`config.mk`:
```
export PLATFORM = sky130hd
export DESIGN_NAME = datapath_ctrl_fsm
export DESIGN_NICKNAME = d
export VERILOG_FILES = /design/src/rtl/datapath_ctrl_fsm.sv
export SDC_FILE = /design/constraint.sdc
export NUM_CORES = 1
export LEC_CHECK = 0
export ABC_AREA = 1
export CORE_MARGIN = 4
export CORE_UTILIZATION = 25
export CTS_BUF_LIST = sky130_fd_sc_hd__clkbuf_4
export CTS_CLUSTER_SIZE = 10
export DETAILED_ROUTE_END_ITERATION = 16
export PLACE_DENSITY = 0.6
export SLEW_MARGIN = 20
export SYNTH_ARGS = -nofsm -noshare
export SYNTH_HDL_FRONTEND = slang
export SYNTH_SLANG_ARGS = --single-unit
```
`constraint.sdc`:
```
create_clock -name clk -period 4.57 [get_ports clk]
set_clock_uncertainty 0.15 [all_clocks]
set_input_delay 0.914 -clock clk [delete_from_list [all_inputs] [get_ports clk]]
set_output_delay 0.914 -clock clk [all_outputs]
set_load 0.03 [all_outputs]
```
`src/rtl/datapath_ctrl_fsm.sv`:
```
// Hardwired fetch/decode/execute sequencer for the Datapath; optional INSTR_COUNT_EN adds instr_count.
// Latency: 3-reg op 6 clocks, mul/div 7, nop 4, plus one clock per T1 wait cycle.
// Backpressure: T1 holds Read until mem_ready; run=0 parks the sequencer in T0.
module datapath_ctrl_fsm #(
    parameter int OP_W = 5,
    parameter int NREG = 16
) (
    input  logic            clk,
    input  logic            clr,
    input  logic            run,
    input  logic            mem_ready,
    input  logic [31:0]     IR,
    output logic            PC_out,
    output logic            ZLow_out,
    output logic            ZHigh_out,
    output logic            MDR_out,
    output logic            MAR_enable,
    output logic            PC_enable,
    output logic            IncPC,
    output logic            MDR_enable,
    output logic            Read,
    output logic            IR_enable,
    output logic            Y_enable,
    output logic            Z_enable,
    output logic            LO_enable,
    output logic            HI_enable,
    output logic [NREG-1:0] R_out,
    output logic [NREG-1:0] R_enable,
    output logic [OP_W-1:0] alu_op,
    output logic            halted,
    output logic            illegal
`ifdef INSTR_COUNT_EN
    ,
    output logic [31:0]     instr_count
`endif
);

    typedef enum logic [3:0] {
        S_RST, S_T0, S_T1, S_T2, S_T3, S_T4, S_T5, S_T6, S_HALT
    } state_t;

    state_t r_state;
    state_t w_next;

    logic [4:0]      w_op;
    logic [3:0]      w_ra;
    logic [3:0]      w_rb;
    logic [3:0]      w_rc;
    logic [NREG-1:0] w_ra_oh;
    logic [NREG-1:0] w_rb_oh;
    logic [NREG-1:0] w_rc_oh;
    logic            w_alu3;
    logic            w_muldiv;
    logic            w_nop;
    logic            w_halt;
    logic            w_unused_ir;

    assign w_op        = IR[31:27];
    assign w_ra        = IR[26:23];
    assign w_rb        = IR[22:19];
    assign w_rc        = IR[18:15];
    assign w_unused_ir = ^IR[14:0];

    assign w_ra_oh = NREG'(1) << w_ra;
    assign w_rb_oh = NREG'(1) << w_rb;
    assign w_rc_oh = NREG'(1) << w_rc;

    assign w_alu3   = (w_op >= 5'd3) && (w_op <= 5'd11);
    assign w_muldiv = (w_op == 5'd15) || (w_op == 5'd16);
    assign w_nop    = (w_op == 5'd26);
    assign w_halt   = (w_op == 5'd27);

    always_ff @(posedge clk) begin
        if (!clr) begin
            r_state <= S_RST;
        end else begin
            r_state <= w_next;
        end
    end

    always_comb begin
        w_next     = r_state;
        PC_out     = 1'b0;
        ZLow_out   = 1'b0;
        ZHigh_out  = 1'b0;
        MDR_out    = 1'b0;
        MAR_enable = 1'b0;
        PC_enable  = 1'b0;
        IncPC      = 1'b0;
        MDR_enable = 1'b0;
        Read       = 1'b0;
        IR_enable  = 1'b0;
        Y_enable   = 1'b0;
        Z_enable   = 1'b0;
        LO_enable  = 1'b0;
        HI_enable  = 1'b0;
        R_out      = '0;
        R_enable   = '0;
        alu_op     = '0;
        halted     = 1'b0;
        illegal    = 1'b0;
        case (r_state)
            S_RST: w_next = S_T0;
            S_T0: begin
                if (run) begin
                    PC_out     = 1'b1;
                    MAR_enable = 1'b1;
                    IncPC      = 1'b1;
                    PC_enable  = 1'b1;
                    w_next     = S_T1;
                end
            end
            S_T1: begin
                Read       = 1'b1;
                MDR_enable = 1'b1;
                if (mem_ready) begin
                    w_next = S_T2;
                end
            end
            S_T2: begin
                MDR_out   = 1'b1;
                IR_enable = 1'b1;
                w_next    = S_T3;
            end
            S_T3: begin
                if (w_alu3) begin
                    R_out    = w_rb_oh;
                    Y_enable = 1'b1;
                    w_next   = S_T4;
                end else if (w_muldiv) begin
                    R_out    = w_ra_oh;
                    Y_enable = 1'b1;
                    w_next   = S_T4;
                end else if (w_halt) begin
                    w_next = S_HALT;
                end else begin
                    // Unsupported opcodes retire like a nop, flagged for one cycle.
                    illegal = !w_nop;
                    w_next  = S_T0;
                end
            end
            S_T4: begin
                R_out    = w_alu3 ? w_rc_oh : w_rb_oh;
                alu_op   = OP_W'(w_op);
                Z_enable = 1'b1;
                w_next   = S_T5;
            end
            S_T5: begin
                ZLow_out = 1'b1;
                if (w_muldiv) begin
                    LO_enable = 1'b1;
                    w_next    = S_T6;
                end else begin
                    R_enable = w_ra_oh;
                    w_next   = S_T0;
                end
            end
            S_T6: begin
                ZHigh_out = 1'b1;
                HI_enable = 1'b1;
                w_next    = S_T0;
            end
            S_HALT: halted = 1'b1;
            default: w_next = S_RST;
        endcase
    end

`ifdef INSTR_COUNT_EN
    logic        w_retire;
    logic [31:0] r_count;

    // Any return to T0 from an execute state retires one instruction.
    assign w_retire = (w_next == S_T0) &&
                      ((r_state == S_T3) || (r_state == S_T5) || (r_state == S_T6));

    always_ff @(posedge clk) begin
        if (!clr) begin
            r_count <= '0;
        end else if (w_retire) begin
            r_count <= r_count + 32'd1;
        end
    end

    assign instr_count = r_count;
`endif

endmodule
```
==> results.py, run 1 <==
metrics = {
    "placed_design": {
        "gp_congestion": 0.892,
        "portBuffers": 73,
        "place_ws_ns": 0.368,
        "hpwl_um": 4120,
    },
    "floorplanning": {
        "die_w_um": 84.0,
        "start_util_pct": 26.1,
        "die_height_um": 84.0,
        "core_area_sq_um": 5540,
        "pin_count": 89,
        "std_cell_rows": 27,
        "die_area_sq_um": 7060,
    },
    "route": {
        "wirelength_um": 5160,
        "wl_per_cell_um": 12.5,
        "routed_via_density": 4.82,
        "m1WireLength_um": 2620,
        "route.detailed.drc": 0,
        "wl_met3_um": 342,
        "vias": 1992,
        "maxUsedRoutingLayer": "met4",
        "first_pass_iters": 5,
        "dr.first_iter.drc_count": 215,
        "wl_met2_um": 2160,
        "ant_nets": 0,
    },
    "sta": {
        "worst_slack_ns": 0.355,
        "period_share_pct": 92.2,
        "rsz0062_at_grt": "no",
        "setup_violations": 0,
        "final_hold_viol_count": 0,
        "slew_headroom_pct": 62.6,
        "worst_pin_slew_ns": 0.559,
        "max_freq_mhz": 237,
        "final.setup.tns_ns": 0,
        "period_minus_slack_ns": 4.21,
        "drv_slew": 0,
    },
    "yosys": {
        "synth_top_area_share_pct": 19.5,
        "synthTopCellsByArea": "nand2_1, nand4_1, nor2_1",
        "synth.distinct_cells": 23,
        "yosys_warnings": 0,
        "ys_ff_latch": 4,
        "postSynth.asyncResetShare_pct": 0,
        "synth_cells": 285,
        "yosysMostFrequentCell": "nand2_1",
        "syn_nets": 321,
        "synth_ff_type": "dfxtp_1",
        "syn_avg_cell_area_sq_um": 5.07,
        "yosysTopAreaCell": "nand2_1",
        "synth_edf_count": 0,
        "synthesis.area_sq_um": 1440,
        "ys_seq_area_share_pct": 5.55,
        "synthTopCellsByCount": "nand2_1, nor2_1, inv_1, nand4_1, o21ai_0",
    },
    "clocking": {
        "cts_tree": "done",
        "cts_hold_buf": 0,
        "cts_root_buffer": "clkbuf_4",
        "post_cts_buffers": 0,
        "cts_made_buffers": 3,
        "clockBufferDepth": 2,
        "htreeDepth": 1,
        "clk_pin_slew_ns": 0.04,
        "clk_latency_ns": 0.24,
        "cts_resized": 0,
        "cts.sinks": 4,
    },
    "setup_path": {
        "crit_path_max_fanout": 19,
        "crit_arrival_ns": 3.15,
        "critPathKind": "in2out",
        "crit_path_start_kind": "input port",
        "required_ns": 3.51,
        "endpoint_kind": "primary output",
    },
    "power_and_ir_drop": {
        "p_int_uw": 175,
        "p_switching_uw": 208,
        "p_leak_uw": 0.000912,
        "pwr-share-seq_pct": 13.4,
        "clock_power_share_pct": 12.0,
        "ir_worst_vdd_mv": 0.0831,
        "powerDensity_nw_per_um2": 177,
        "combPwrFrac_pct": 74.6,
        "switching_share_pct": 54.2,
    },
    "cells_and_area": {
        "diodes": 0,
        "largest_reg_flops": 4,
        "fin_util_pct": 39.1,
        "syn_to_final_growth_pct": 50.2,
        "drive_gt1_share_pct": 7.33,
        "regMostFlops": "r_state",
        "top_regs": "r_state: 4 flops",
        "final_nets": 379,
    },
    "global_routing": {
        "grt_pass1_vias": 1955,
        "grt_usage_pct": 14.9,
        "grt_overflow": 0,
        "grt_pass1_wl_um": 9050,
        "grt_max_degree": 21,
        "grt_antenna_before_repair": 0,
    },
    "outcome": {
        "status": "complete, no violations",
    },
    "min_path": {
        "holdCritPathClass": "reg2reg",
    },
    "run": {
        "drv_cap": 0,
    },
}
[cell families after synthesis]
family / after synthesis / share of synthesized area (%)
buffers and inverters: 59 / 19.4
AO/OA/AOI/OAI: 54 / 21.5
AND/OR/NAND/NOR: 168 / 53.6
flip-flops: 4 / 5.55
[layout make-up]
cell class | count | area (sq um)
fillers | 632 | 3370
clock buffers | 3 | 22.5
well taps | 72 | 90.1
multi-input cells | 222 | 1080
flip-flops and latches | 4 | 80.1
inverters | 35 | 131
repair buffers | 77 | 761
[metrics by stage]
stage | std cells | hold slack, ns | power, uW | area, sq um
floorplan | 285 | 0.369 | 258 | 1440
global placement | 410 | 0.423 | 335 | 2150
detailed placement | 410 | 0.419 | 336 | 2150
CTS | 413 | 0.423 | 385 | 2170
global route | 413 | 0.493 | 418 | 2170
finish | 413 | 0.425 | 383 | 2170
[power by group through the flow]
stage / clock (uW) / sequential [uW] / combinational (uW)
after floorplan: 0 / 50.6 / 207
after global placement: 0 / 51.8 / 284
after detailed placement: 0 / 51.9 / 284
after CTS: 47.7 / 51.4 / 286
after global routing: 51.1 / 52.3 / 314
final: 46.1 / 51.4 / 285
[placed cells by master (no fill, tap or decap), drive strengths merged, types with 4 or more instances in the layout]
cell type	Yosys	routed
nand2	78	78
dfxtp	4	4
nor2	39	39
inv	35	35
o21ai	34	34
buf	21	4
nand4	31	31
nand3	18	18
a21oi	17	17
clkdlybuf4s50	0	73
[path summary, 6_finish.rpt]
kind	start	endpoint	slack [ns]	cells after the start
worst max-delay path	IR[28]	R_out[14]	0.36	9
worst min-delay path	r_state[3]	r_state[3]	0.43	2
worst max register to register	r_state[2]	r_state[1]	2.72	7
worst min register to register	r_state[3]	r_state[3]	0.43	2
[critical path, cell delays in order]
cell and delay [ns]:
clkdlybuf4s50_1 0.55, nand2_1 0.10, nand2_1 0.11, nand3_4 0.19, buf_4 0.27, nand2_1 0.08
o21ai_0 0.08, o21ai_1 0.17, clkdlybuf4s50_1 0.70
[routing by layer]
layer,up-vias,global-route usage (%)
met4,0,3.22
met1,862,22.2
met2,69,21.8
li1,1057,-
met5,-,0
met3,4,2.86
Note: power is estimated with default switching activity, not from simulation.
==> run 2, diff against run 1 <==
Settings changed: CELL_PAD_IN_SITES_DETAIL_PLACEMENT from default to 1, CELL_PAD_IN_SITES_GLOBAL_PLACEMENT from default to 2, CORE_UTILIZATION 25 to 18, GPL_TIMING_DRIVEN from default to 0, PLACE_DENSITY 0.6 to 0.9.
==> run 2 against run 1 <==
Net effect:
- final cell count grew 10%
- highest routed layer unchanged
- hold slack better by 0.012 ns
- maximum frequency rose by 2.3%
- count of clock-buffer cells in the layout unchanged
- global-route usage shrank 1.8 points
- utilization decreased by 10 points
- non-clock buffer count up 12
- power up 6.6%
==> results.py, run 2 (synthesis gave the netlist of run 1 again) <==
metrics = {
    "sta": {
        "period_share_pct": 90.2,
        "setup_violations": 0,
        "final.setup.tns_ns": 0,
        "slew_headroom_pct": 63.9,
        "max_freq_mhz": 243,
        "drv_slew": 0,
        "period_minus_slack_ns": 4.12,
        "worst_pin_slew_ns": 0.542,
        "rsz0062_at_grt": "no",
        "worst_slack_ns": 0.450,
        "final_hold_viol_count": 0,
    },
    "setup_path": {
        "crit_top_cell": "nand2_1",
        "critPathKind": "in2out",
        "endpoint_kind": "primary output",
        "crit_arrival_ns": 3.06,
        "crit_path_max_fanout": 10,
        "startpoint": "IR[28]",
        "r2r_start": "r_state[0]",
        "crit_path_start_kind": "input port",
        "critPathMaxStageDelay_ns": 0.71,
        "crit_chain": "clkdlybuf4s50_1 -> nand2_1 -> nand2_1 -> nand3_4 -> buf_2 -> a21oi_1 -> nand2_1 -> o21ai_1 -> clkdlybuf4s50_1",
        "slowest_stage": "clkdlybuf4s50_1",
        "required_ns": 3.51,
    },
    "global_routing": {
        "grt_max_degree": 11,
        "grt_pass1_wl_um": 10700,
        "grt_overflow": 0,
        "grt_antenna_before_repair": 0,
        "grt_usage_pct": 13.1,
        "grt_pass1_vias": 2134,
    },
    "cells_and_area": {
        "mostFrequentLayoutCells": "nand2_1, clkdlybuf4s50_1, nor2_1",
        "fillers": 1067,
        "drive_gt1_share_pct": 11.9,
        "final_cell_area_sq_um": 2240,
        "regMostFlops": "r_state",
        "diodes": 0,
        "largest_reg_flops": 4,
        "stdcell_count": 455,
        "final_common_cell": "nand2_1",
        "multi_input_area_sq_um": 1080,
        "top_regs": "r_state: 4 flops",
        "syn_to_final_growth_pct": 55.5,
        "seq_area_sq_um": 80.1,
        "final_nets": 391,
    },
    "floorplanning": {
        "std_cell_rows": 32,
        "die_height_um": 97.6,
        "die_area_sq_um": 9520,
        "core_area_sq_um": 7770,
        "pin_count": 89,
        "die_w_um": 97.6,
        "start_util_pct": 18.6,
    },
    "clocking": {
        "cts_root_buffer": "clkbuf_4",
        "cts_made_buffers": 3,
        "cts_hold_buf": 0,
        "clk_latency_ns": 0.24,
        "htreeDepth": 1,
        "post_cts_buffers": 0,
        "clockBufferDepth": 2,
        "cts.sinks": 4,
        "cts_tree": "done",
        "clk_pin_slew_ns": 0.04,
        "cts_resized": 0,
    },
    "run": {
        "drv_cap": 0,
    },
    "route": {
        "routed_via_density": 4.64,
        "route.detailed.drc": 0,
        "dr.first_iter.drc_count": 79,
        "first_pass_iters": 4,
        "wl_per_cell_um": 14.0,
        "ant_nets": 0,
        "vias": 2112,
        "wirelength_um": 6370,
    },
    "placed_design": {
        "place_ws_ns": 0.440,
        "placed_area_sq_um": 2220,
        "hpwl_um": 5430,
        "gp_congestion": 0.835,
        "portBuffers": 65,
        "dp_cells": 452,
    },
    "power_and_ir_drop": {
        "ir_worst_vdd_mv": 0.0779,
        "p_leak_uw": 0.000958,
        "power_uw": 408,
        "powerDensity_nw_per_um2": 182,
    },
    "min_path": {
        "holdCritPathClass": "reg2reg",
        "min_from": "r_state[3]",
    },
    "outcome": {
        "status": "complete, no violations",
    },
}
-- run 2: cell count changes in the layout (fill, tap and decap cells not counted) --
cell,previous run,this run
buf_2,0,11
clkdlybuf4s50_1,73,65
buf_4,4,8
clkbuf_1,0,3
buf_6,0,2
-- run 2: final timing paths --
kind | cells past startpoint | slack, ns | endpoint
worst max-delay path | 9 | 0.45 | R_out[7]
worst max register to register | 8 | 3.07 | r_state[0]
worst min register to register | 2 | 0.44 | r_state[3]
worst min-delay path | 2 | 0.44 | r_state[3]
-- run 2: per-stage QoR --
stage                     hold WS [ns]  util, %
after global routing             0.480     28.9
after CTS                        0.443     28.9
after detailed placement         0.441     28.6
after floorplan                  0.369        -
after global placement           0.434     28.6
final                            0.437     28.9
-- run 2: final cells by class --
type                            instances  area share (%)
Sequential cell                         4            3.57
Clock buffer                            3            1.00
Multi-Input combinational cell        222            48.3
Inverter                               35            5.85
Tap cell                              102            5.69
Buffer                                 24            6.63
Timing Repair Buffer                   65            29.0
-- run 2: power breakdown --
part,leakage (uW),switching (uW),total [uW],internal [uW]
Combinational,0.000911,196,310,114
Clock,0.0000138,16.1,45.5,29.5
Sequential,0.0000328,8.54,52.6,44.1
Total,0.000958,221,408,187
-- run 2: layer usage --
metal	share of wire, %	wire length [um]	global-route usage, %	vias to the layer above
met5	0	0	0	-
li1	-	-	-	1081
met2	47	3020	21.9	43
met4	0.53	34	2.02	0
met1	47	3020	17.6	984
met3	4.6	291	2.51	4
-- run 2: critical path, delay by kind of cell --
kind / cells / cell delay, ns
buf+inv: 3 / 1.49
compound gates: 2 / 0.24
simple gates: 4 / 0.40
